$ cat config.mk
export PLATFORM = sky130hd
export DESIGN_NAME = vga_timing_gen
export DESIGN_NICKNAME = d
export VERILOG_FILES = /design/src/rtl/vga_timing_gen.sv
export SDC_FILE = /design/constraint.sdc
export NUM_CORES = 1
export LEC_CHECK = 0
export CAP_MARGIN = 20
export CELL_PAD_IN_SITES_DETAIL_PLACEMENT = 1
export CELL_PAD_IN_SITES_GLOBAL_PLACEMENT = 1
export CORE_ASPECT_RATIO = 2
export CORE_MARGIN = 2
export CORE_UTILIZATION = 37
export DETAILED_ROUTE_END_ITERATION = 6
export MAX_ROUTING_LAYER = met4
export PLACE_DENSITY_LB_ADDON = 0.1
export SETUP_SLACK_MARGIN = 0.1
export SYNTH_ARGS = -nofsm -noshare
export SYNTH_HDL_FRONTEND = slang
export SYNTH_SLANG_ARGS = --single-unit
export TNS_END_PERCENT = 10
$ cat constraint.sdc
create_clock -name vga_clk -period 2 [get_ports vga_clk]
set_input_delay 0.3 -clock vga_clk [delete_from_list [all_inputs] [get_ports vga_clk]]
set_output_delay 0.3 -clock vga_clk [all_outputs]
set_load 0.03 [all_outputs]
$ cat src/rtl/vga_timing_gen.sv
`timescale 1ns/1ps
// vga_timing_gen: 640x480@60 raster counters, blank, line/frame strobes and delayed hs/vs.
// Define VGA_FRAME_COUNT_EN to add the 8-bit frame_count output.
module vga_timing_gen #(
  parameter int H_VISIBLE  = 640,
  parameter int H_FP       = 16,
  parameter int H_SYNC     = 96,
  parameter int H_BP       = 48,
  parameter int V_VISIBLE  = 480,
  parameter int V_FP       = 10,
  parameter int V_SYNC     = 2,
  parameter int V_BP       = 33,
  parameter bit SYNC_POL   = 1'b0,
  parameter int SYNC_DELAY = 1
) (
  input  logic       vga_clk,
  input  logic       reset_n,
  output logic [9:0] DrawX,
  output logic [9:0] DrawY,
  output logic       blank,
  output logic       hs,
  output logic       vs,
  output logic       line_start,
  output logic       frame_start
`ifdef VGA_FRAME_COUNT_EN
  ,
  output logic [7:0] frame_count
`endif
);

  localparam int H_TOTAL = H_VISIBLE + H_FP + H_SYNC + H_BP;
  localparam int V_TOTAL = V_VISIBLE + V_FP + V_SYNC + V_BP;

  localparam logic [9:0] H_MAX    = 10'(H_TOTAL - 1);
  localparam logic [9:0] V_MAX    = 10'(V_TOTAL - 1);
  localparam logic [9:0] H_VIS_L  = 10'(H_VISIBLE);
  localparam logic [9:0] V_VIS_L  = 10'(V_VISIBLE);
  localparam logic [9:0] HS_START = 10'(H_VISIBLE + H_FP);
  localparam logic [9:0] HS_END   = 10'(H_VISIBLE + H_FP + H_SYNC);
  localparam logic [9:0] VS_START = 10'(V_VISIBLE + V_FP);
  localparam logic [9:0] VS_END   = 10'(V_VISIBLE + V_FP + V_SYNC);

  if (H_TOTAL > 1024) begin : g_h_check
    $error("vga_timing_gen: H_TOTAL exceeds 10-bit counter range");
  end
  if (V_TOTAL > 1024) begin : g_v_check
    $error("vga_timing_gen: V_TOTAL exceeds 10-bit counter range");
  end
  if (SYNC_DELAY < 0 || SYNC_DELAY > 3) begin : g_d_check
    $error("vga_timing_gen: SYNC_DELAY must be 0..3");
  end

  logic [9:0] hc;
  logic [9:0] vc;
  logic       hs_raw;
  logic       vs_raw;

  // vc only moves on the hc wrap edge, so both wrap together at frame end
  always_ff @(posedge vga_clk or negedge reset_n) begin
    if (!reset_n) begin
      hc <= 10'd0;
      vc <= 10'd0;
    end else if (hc == H_MAX) begin
      hc <= 10'd0;
      vc <= (vc == V_MAX) ? 10'd0 : vc + 10'd1;
    end else begin
      hc <= hc + 10'd1;
    end
  end

  assign DrawX       = hc;
  assign DrawY       = vc;
  assign blank       = (hc < H_VIS_L) && (vc < V_VIS_L);
  assign line_start  = (hc == 10'd0);
  assign frame_start = (hc == 10'd0) && (vc == 10'd0);

  assign hs_raw = ((hc >= HS_START) && (hc < HS_END)) ? SYNC_POL : ~SYNC_POL;
  assign vs_raw = ((vc >= VS_START) && (vc < VS_END)) ? SYNC_POL : ~SYNC_POL;

  // Delay hs/vs to line up with the renderer's registered colour output
  if (SYNC_DELAY == 0) begin : g_no_delay
    assign hs = hs_raw;
    assign vs = vs_raw;
  end else begin : g_delay
    logic [SYNC_DELAY-1:0] hs_pipe;
    logic [SYNC_DELAY-1:0] vs_pipe;

    always_ff @(posedge vga_clk or negedge reset_n) begin
      if (!reset_n) begin
        hs_pipe <= {SYNC_DELAY{~SYNC_POL}};
        vs_pipe <= {SYNC_DELAY{~SYNC_POL}};
      end else begin
        for (int i = SYNC_DELAY - 1; i > 0; i--) begin
          hs_pipe[i] <= hs_pipe[i-1];
          vs_pipe[i] <= vs_pipe[i-1];
        end
        hs_pipe[0] <= hs_raw;
        vs_pipe[0] <= vs_raw;
      end
    end

    assign hs = hs_pipe[SYNC_DELAY-1];
    assign vs = vs_pipe[SYNC_DELAY-1];
  end

`ifdef VGA_FRAME_COUNT_EN
  always_ff @(posedge vga_clk or negedge reset_n) begin
    if (!reset_n) begin
      frame_count <= 8'd0;
    end else if ((hc == H_MAX) && (vc == V_MAX)) begin
      frame_count <= frame_count + 8'd1;
    end
  end
`endif

endmodule

==> reports/metrics.csv, run 1 <==
metric;value;unit
Max-Cap Viols;0;
Hold Path Class;in -> async;
XOR/XNOR Fraction of Synth Area;7.55;%
share of cells above drive strength 1;25.3;%
Die Height;83.2;um
Longest Clk Path Bufs;2;
failing checks;negative setup slack;
Max FO, Critical Path;3;
Pre-antenna DRT Iters;4;
Starting Density;38.9;%
Routed Antenna Nets;0;
final slew viol count;0;
status;complete, but fails checks;
clock sink count;22;
Vias per Instance;5.64;
H-tree depth;1;
RR Startpoint;DrawX[6]$_DFF_PN0_;
Critical path buffers and inverters;1;
minimum clock period;2.01;ns
critical path's slowest cell;dfrtp_2;
PortBufs;26;
Antenna Cells;0;
setup slack after layout;-0.0143;ns
Synth Area in Simple Gates;30.5;%
Final Hold Vio Count;0;
most frequent cell after synthesis;dfrtp_1;
Post-Syn Nets;119;
R2R cell count;5;
compound-gate portion of the synthesized area;6.47;%
DR WL/cell;18.0;um
initial antenna violation count;0;
Layout Nets;165;
clk slew on worst S/H paths;0.08;ns
WS Path Type;reg -> out;
Synth area leader;dfrtp_1;
Post-synth EDFFs;0;
post-synthesis cell count;113;
CTS tree;done;
die area;3630;sq um
sequential area share after synthesis;47.7;%
Yosys warnings;0;
Worst-Margin Slew;0.355;ns
Slew headroom;76.3;%
worst path arrival time;1.71;ns
synth top area cells;dfrtp_1 (43%), nand3_1 (5.2%), dfstp_2 (4.5%), ha_1 (4.3%), xnor2_1 (3.8%);
Synth Area in Adders;4.31;%
gr usage total;21.0;%
later-pin clock latency in the skew report;0.27;ns
largest net degree at the start of global routing;23;
routability-driven placement congestion ratio;0.836;
fin cells;188;
post-DP HPWL;2.48;mm
PwrDens;520;nW/um^2
CTS Root Cell;clkbuf_8;
Die Width;43.6;um
fin crit share;101;%
Fmax;0.496;GHz
multiplexer share of the synthesized area;0.971;%
core footprint;2980;sq um
DRC;0;
startpoint class of the critical path;flop;
first-pass GRT wire length;5.64;mm
skew final;0.00589;ns
P&R area growth vs syn;45.7;%
Yosys top cell area share;43.1;%
slowest stage delay, CP;0.45;ns
largest family of logic cells by synthesized area;simple AND/OR/NAND/NOR gates;
footprint of the multi-input gates;623;sq um
DRT Wirelength;3.39;mm
Post-Syn Area;1160;sq um
final core utilization;56.8;%
pre-CTS WS;0.0297;ns
Fillers;341;
Post-synth top cells;dfrtp_1 (20), nand3_1 (12), nor2_1 (9);
synth unique cells;36;
synthesized area per cell;10.3;sq um
commonest register cell after synthesis;dfrtp_1;
IO Count;27;
vias;1061;
CTS buffer count;3;
final setup violation count;1;
register bit count reported by yosys;22;
1st-iter DRT viols;13;
leakage power;0.776;nW
Inst Count DP;181;
# hold bufs at CTS;0;
Critical Path RT;1.70;ns
launch point of the worst path;DrawY[8]$_DFFE_PN0N_;
grt total ovfl;0;
sequential cell area;559;sq um
number of global-route vias before repair;1186;
crit end category;output pin;
row cnt;28;
Peak VDD IR;0.000351;V
WP depth;4;
ys async rst share;100;%
critical path's top delay family;simple AND/OR/NAND/NOR gates;
Critical Path, Cell by Cell;nor4_4 -> nand3b_1 -> nor4bb_4 -> buf_4;
RSZ-0062 raised after global routing;yes;
## repair_timing
action	in CTS	in global routing
endpoints found under the setup margin	5	7
gates resized for setup	10	6
pin swaps	4	4
setup buffers	0	3
## cell usage in the layout, fill, tap and decap left out, types with 2 or more instances in the layout
| cell | instances |
|---|---|
| dfstp_2 | 2 |
| nor4_4 | 2 |
| xnor2_1 | 5 |
| dfrtp_1 | 15 |
| inv_1 | 5 |
| ha_1 | 4 |
| and3_1 | 4 |
| o21ai_0 | 6 |
| dfrtp_2 | 5 |
| and2_1 | 4 |
| o31ai_1 | 2 |
| or3_1 | 2 |
| nand2_1 | 4 |
| nor2_1 | 9 |
| xor2_1 | 5 |
| nand4_1 | 5 |
| buf_4 | 18 |
| clkbuf_8 | 3 |
| nor3_1 | 2 |
| nand3_1 | 12 |
| clkdlybuf4s50_1 | 22 |
## path summary, 6_finish.rpt
path,end,slack (ns)
setup / recovery,frame_start,-0.01
max in group asynchronous,hs$_DFF_PN1_,1.34
min in group vga_clk,DrawY[7]$_DFFE_PN0N_,0.53
setup reg to reg,DrawY[9]$_DFFE_PN0N_,0.07
hold / removal,DrawX[8]$_DFF_PN0_,0.38
hold reg to reg,DrawY[7]$_DFFE_PN0N_,0.53
## through the flow
step / hold slack [ns] / TNS (ns) / instance area, sq um / power (mW)
final: 0.383 / -0.0143 / 1690 / 0.879
after global placement: 0.522 / 0 / 1580 / 0.466
after detailed placement: 0.532 / 0 / 1580 / 0.466
after global routing: 0.410 / -0.129 / 1690 / 0.902
after CTS: 0.384 / -0.0880 / 1660 / 0.892
after floorplan: 0.00441 / 0 / 1180 / 0.453
## layer usage
metal  GRT usage (%)  routed length (um)  up-vias
met5               -                   0        -
met4            8.82                  58        0
met3            1.96                  79        5
met2            37.2                2030       23
met1            22.4                1230      539
li1                -                   -      494
## sequential cells by signal, summed over array words and instances, names as in the netlist
register and flops:
hs 1, DrawY 10, DrawX 10, vs 1
## report_power, final
| part | leakage [nW] | internal (mW) | switching [mW] |
|---|---|---|---|
| Clock | 0.0357 | 0.268 | 0.155 |
| Sequential | 0.279 | 0.444 | 0 |
| Combinational | 0.461 | 0.00300 | 0.00898 |
| Total | 0.776 | 0.715 | 0.164 |
## kinds of logic after synthesis
logic type,Yosys count
adders and majority gates,4
and+or+nand+nor,57
AOI/OAI and AO/OA,12
DFF,22
xor gates and xnor gates,10
muxes,1
buffers and inverters,7
## cell type report
| type | count | share of cell area (%) |
|---|---|---|
| multi-input combinational | 84 | 36.9 |
| sequential | 22 | 33.1 |
| timing repair buffer | 43 | 22.5 |
| clock buffer | 3 | 2.44 |
| tap | 30 | 2.22 |
| clock inverter | 1 | 1.78 |
| inverter | 5 | 1.11 |
Power figures use the tool's default switching activity.
==> run 2: changes to the inputs <==
--- a/config.mk
+++ b/config.mk
@@ -15,6 +15,7 @@
 export MAX_ROUTING_LAYER = met4
 export PLACE_DENSITY_LB_ADDON = 0.1
 export SETUP_SLACK_MARGIN = 0.1
+export SLEW_MARGIN = 20
 export SYNTH_ARGS = -nofsm -noshare
 export SYNTH_HDL_FRONTEND = slang
 export SYNTH_SLANG_ARGS = --single-unit
==> results of run 2 <==
No change in the layout: final DEF, timing and power equal those of run 1.
==> run 3: changes to the inputs <==
--- a/config.mk
+++ b/config.mk
@@ -13,7 +13,7 @@
 export CORE_UTILIZATION = 37
 export DETAILED_ROUTE_END_ITERATION = 6
 export MAX_ROUTING_LAYER = met4
-export PLACE_DENSITY_LB_ADDON = 0.1
+export PLACE_DENSITY_LB_ADDON = 0.05
 export SETUP_SLACK_MARGIN = 0.1
 export SLEW_MARGIN = 20
 export SYNTH_ARGS = -nofsm -noshare
==> run 3 against run 2 <==
The run now ends clean. Via count shrank 2.3%. Combinational power barely moved. Clock skew fell by 0.0029 ns. Die area unchanged. Register-to-register slack better by 0.03 ns. Clock power is 24% lower. Non-clock buffer count down 2. Sequential power about the same. Clock-buffer cell count rose by 1. Largest power group unchanged.
==> reports/metrics.csv, run 3 (synthesis gave the netlist of run 1 again) <==
metric;value;unit;change
row cnt;28;;unchanged
H-tree depth;1;;unchanged
status;finished, final reports clean;;was complete, but fails checks
fin cells;186;;was 188
vias;1037;;was 1061
Peak VDD IR;0.000385;V;was 0.000351 V
Max-Cap Viols;0;;unchanged
Fillers;335;;was 341
# hold bufs at CTS;0;;unchanged
startpoint class of the critical path;flop;;unchanged
RR Startpoint;DrawX[6]$_DFF_PN0_;;unchanged
Inst Count DP;180;;was 181
final slew viol count;0;;unchanged
leakage power;0.780;nW;was 0.776 nW
Hold Path Class;in -> async;;unchanged
Worst-Margin Slew;0.338;ns;was 0.355 ns
DR WL/cell;17.5;um;was 18.0 um
Routed Antenna Nets;0;;unchanged
reg2reg end;DrawY[9]$_DFFE_PN0N_;;unchanged
first-pass GRT wire length;5.69;mm;was 5.64 mm
crit end category;output pin;;unchanged
Critical path buffers and inverters;1;;unchanged
clock sink count;22;;unchanged
placed inst area;1570;sq um;was 1580 sq um
Starting Density;38.9;%;unchanged
post-DP HPWL;2.55;mm;was 2.48 mm
grt total ovfl;0;;unchanged
total power;0.779;mW;was 0.879 mW
launch point of the worst path;DrawY[8]$_DFFE_PN0N_;;unchanged
Max FO, Critical Path;2;;was 3
Critical Path RT;1.70;ns;about the same
CTS tree;done;;unchanged
core footprint;2980;sq um;unchanged
PortBufs;26;;unchanged
1st-iter DRT viols;20;;was 13
worst path arrival time;1.67;ns;was 1.71 ns
number of global-route vias before repair;1184;;was 1186
Hold Slack;0.394;ns;was 0.383 ns
clk slew on worst S/H paths;0.08;ns;about the same
CTS Root Cell;clkbuf_8;;unchanged
final setup violation count;0;;was 1
share of cells above drive strength 1;23.7;%;was 25.3%
Critical Path, Cell by Cell;nor4_4 -> nand3b_1 -> nor4bb_4 -> buf_6;;was nor4_4 -> nand3b_1 -> nor4bb_4 -> buf_4
Fmax;0.507;GHz;was 0.496 GHz
gr usage total;20.5;%;was 21.0%
largest net degree at the start of global routing;23;;unchanged
Final Hold Vio Count;0;;unchanged
Antenna Cells;0;;unchanged
CTS buffer count;3;;unchanged
Die Width;43.6;um;unchanged
minimum clock period;1.97;ns;was 2.01 ns
critical path's slowest cell;dfrtp_2;;unchanged
later-pin clock latency in the skew report;0.26;ns;was 0.27 ns
slowest stage delay, CP;0.43;ns;was 0.45 ns
RSZ-0062 raised after global routing;yes;;unchanged
DRT Wirelength;3.25;mm;was 3.39 mm
PwrDens;469;nW/um^2;was 520 nW/um^2
critical path's top delay family;simple AND/OR/NAND/NOR gates;;unchanged
WS Path Type;reg -> out;;unchanged
DRC;0;;unchanged
routability-driven placement congestion ratio;0.776;;was 0.836
Vias per Instance;5.58;;was 5.64
R2R cell count;5;;unchanged
Die Height;83.2;um;unchanged
Slew headroom;77.4;%;was 76.3%
fin crit share;98.7;%;was 101%
most common cell after layout, fill and taps aside;clkdlybuf4s50_1;;unchanged
Longest Clk Path Bufs;2;;unchanged
final core utilization;55.8;%;was 56.8%
initial antenna violation count;0;;unchanged
commonest cells after routing, fill and taps aside;clkdlybuf4s50_1 (21), dfrtp_1 (16), buf_4 (15), nand3_1 (12), nor2_1 (9);;was clkdlybuf4s50_1 (22), buf_4 (18), dfrtp_1 (15), nand3_1 (12), nor2_1 (9)
skew final;0.00298;ns;was 0.00589 ns
IO Count;27;;unchanged
P&R area growth vs syn;43.3;%;was 45.7%
post-route cell area;1660;sq um;was 1690 sq um
Layout Nets;163;;was 165
r2r setup slk;0.10;ns;was 0.07 ns
die area;3630;sq um;unchanged
Pre-antenna DRT Iters;4;;unchanged
[run 3: per-layer routing]
layer | vias up | track usage (%) | wire, um
met5 | - | - | 0
met4 | 0 | 4.41 | 23
met2 | 25 | 37.2 | 1920
met3 | 2 | 2.17 | 103
li1 | 491 | - | -
met1 | 519 | 23.1 | 1210
[run 3: through the flow]
stage	setup TNS (ns)	setup WS, ns
6_report	0	0.0268
3_5_place_dp	0	0.0145
3_3_place_gp	0	0.0303
5_1_grt	-0.0487	-0.0487
4_1_cts	0	0.0492
2_1_floorplan	0	0.118
[run 3: worst max path at each step]
| stage | cells after the start | endpoint | slack, ns |
|---|---|---|---|
| after CTS | 4 | frame_start | 0.05 |
| after floorplan | 6 | DrawY[9]$_DFFE_PN0N_ | 0.12 |
| final | 4 | frame_start | 0.03 |
| after global placement | 3 | line_start | 0.03 |
| after detailed placement | 3 | line_start | 0.01 |
| after global routing | 4 | frame_start | -0.05 |
[run 3: cell type report]
class	count	area [sq um]	share of cell area, %
Sequential cell	22	558	33.6
Timing Repair Buffer	41	369	22.2
Clock buffer	4	55.1	3.31
Multi-Input combinational cell	84	623	37.5
Tap cell	30	37.5	2.26
Inverter	5	18.8	1.13
[run 3: timing repair]
| action | in CTS | in global routing |
|---|---|---|
| cloned | 0 | 0 |
| gates resized for setup | 9 | 4 |
| endpoints found under the setup margin | 4 | 6 |
| setup buffers | 2 | 0 |
| pin swaps | 3 | 2 |
[run 3: where the power goes]
part / internal [mW] / total (mW) / switching [mW]
Clock: 0.175 / 0.322 / 0.147
Combinational: 0.00300 / 0.0123 / 0.00933
Sequential: 0.444 / 0.444 / 0
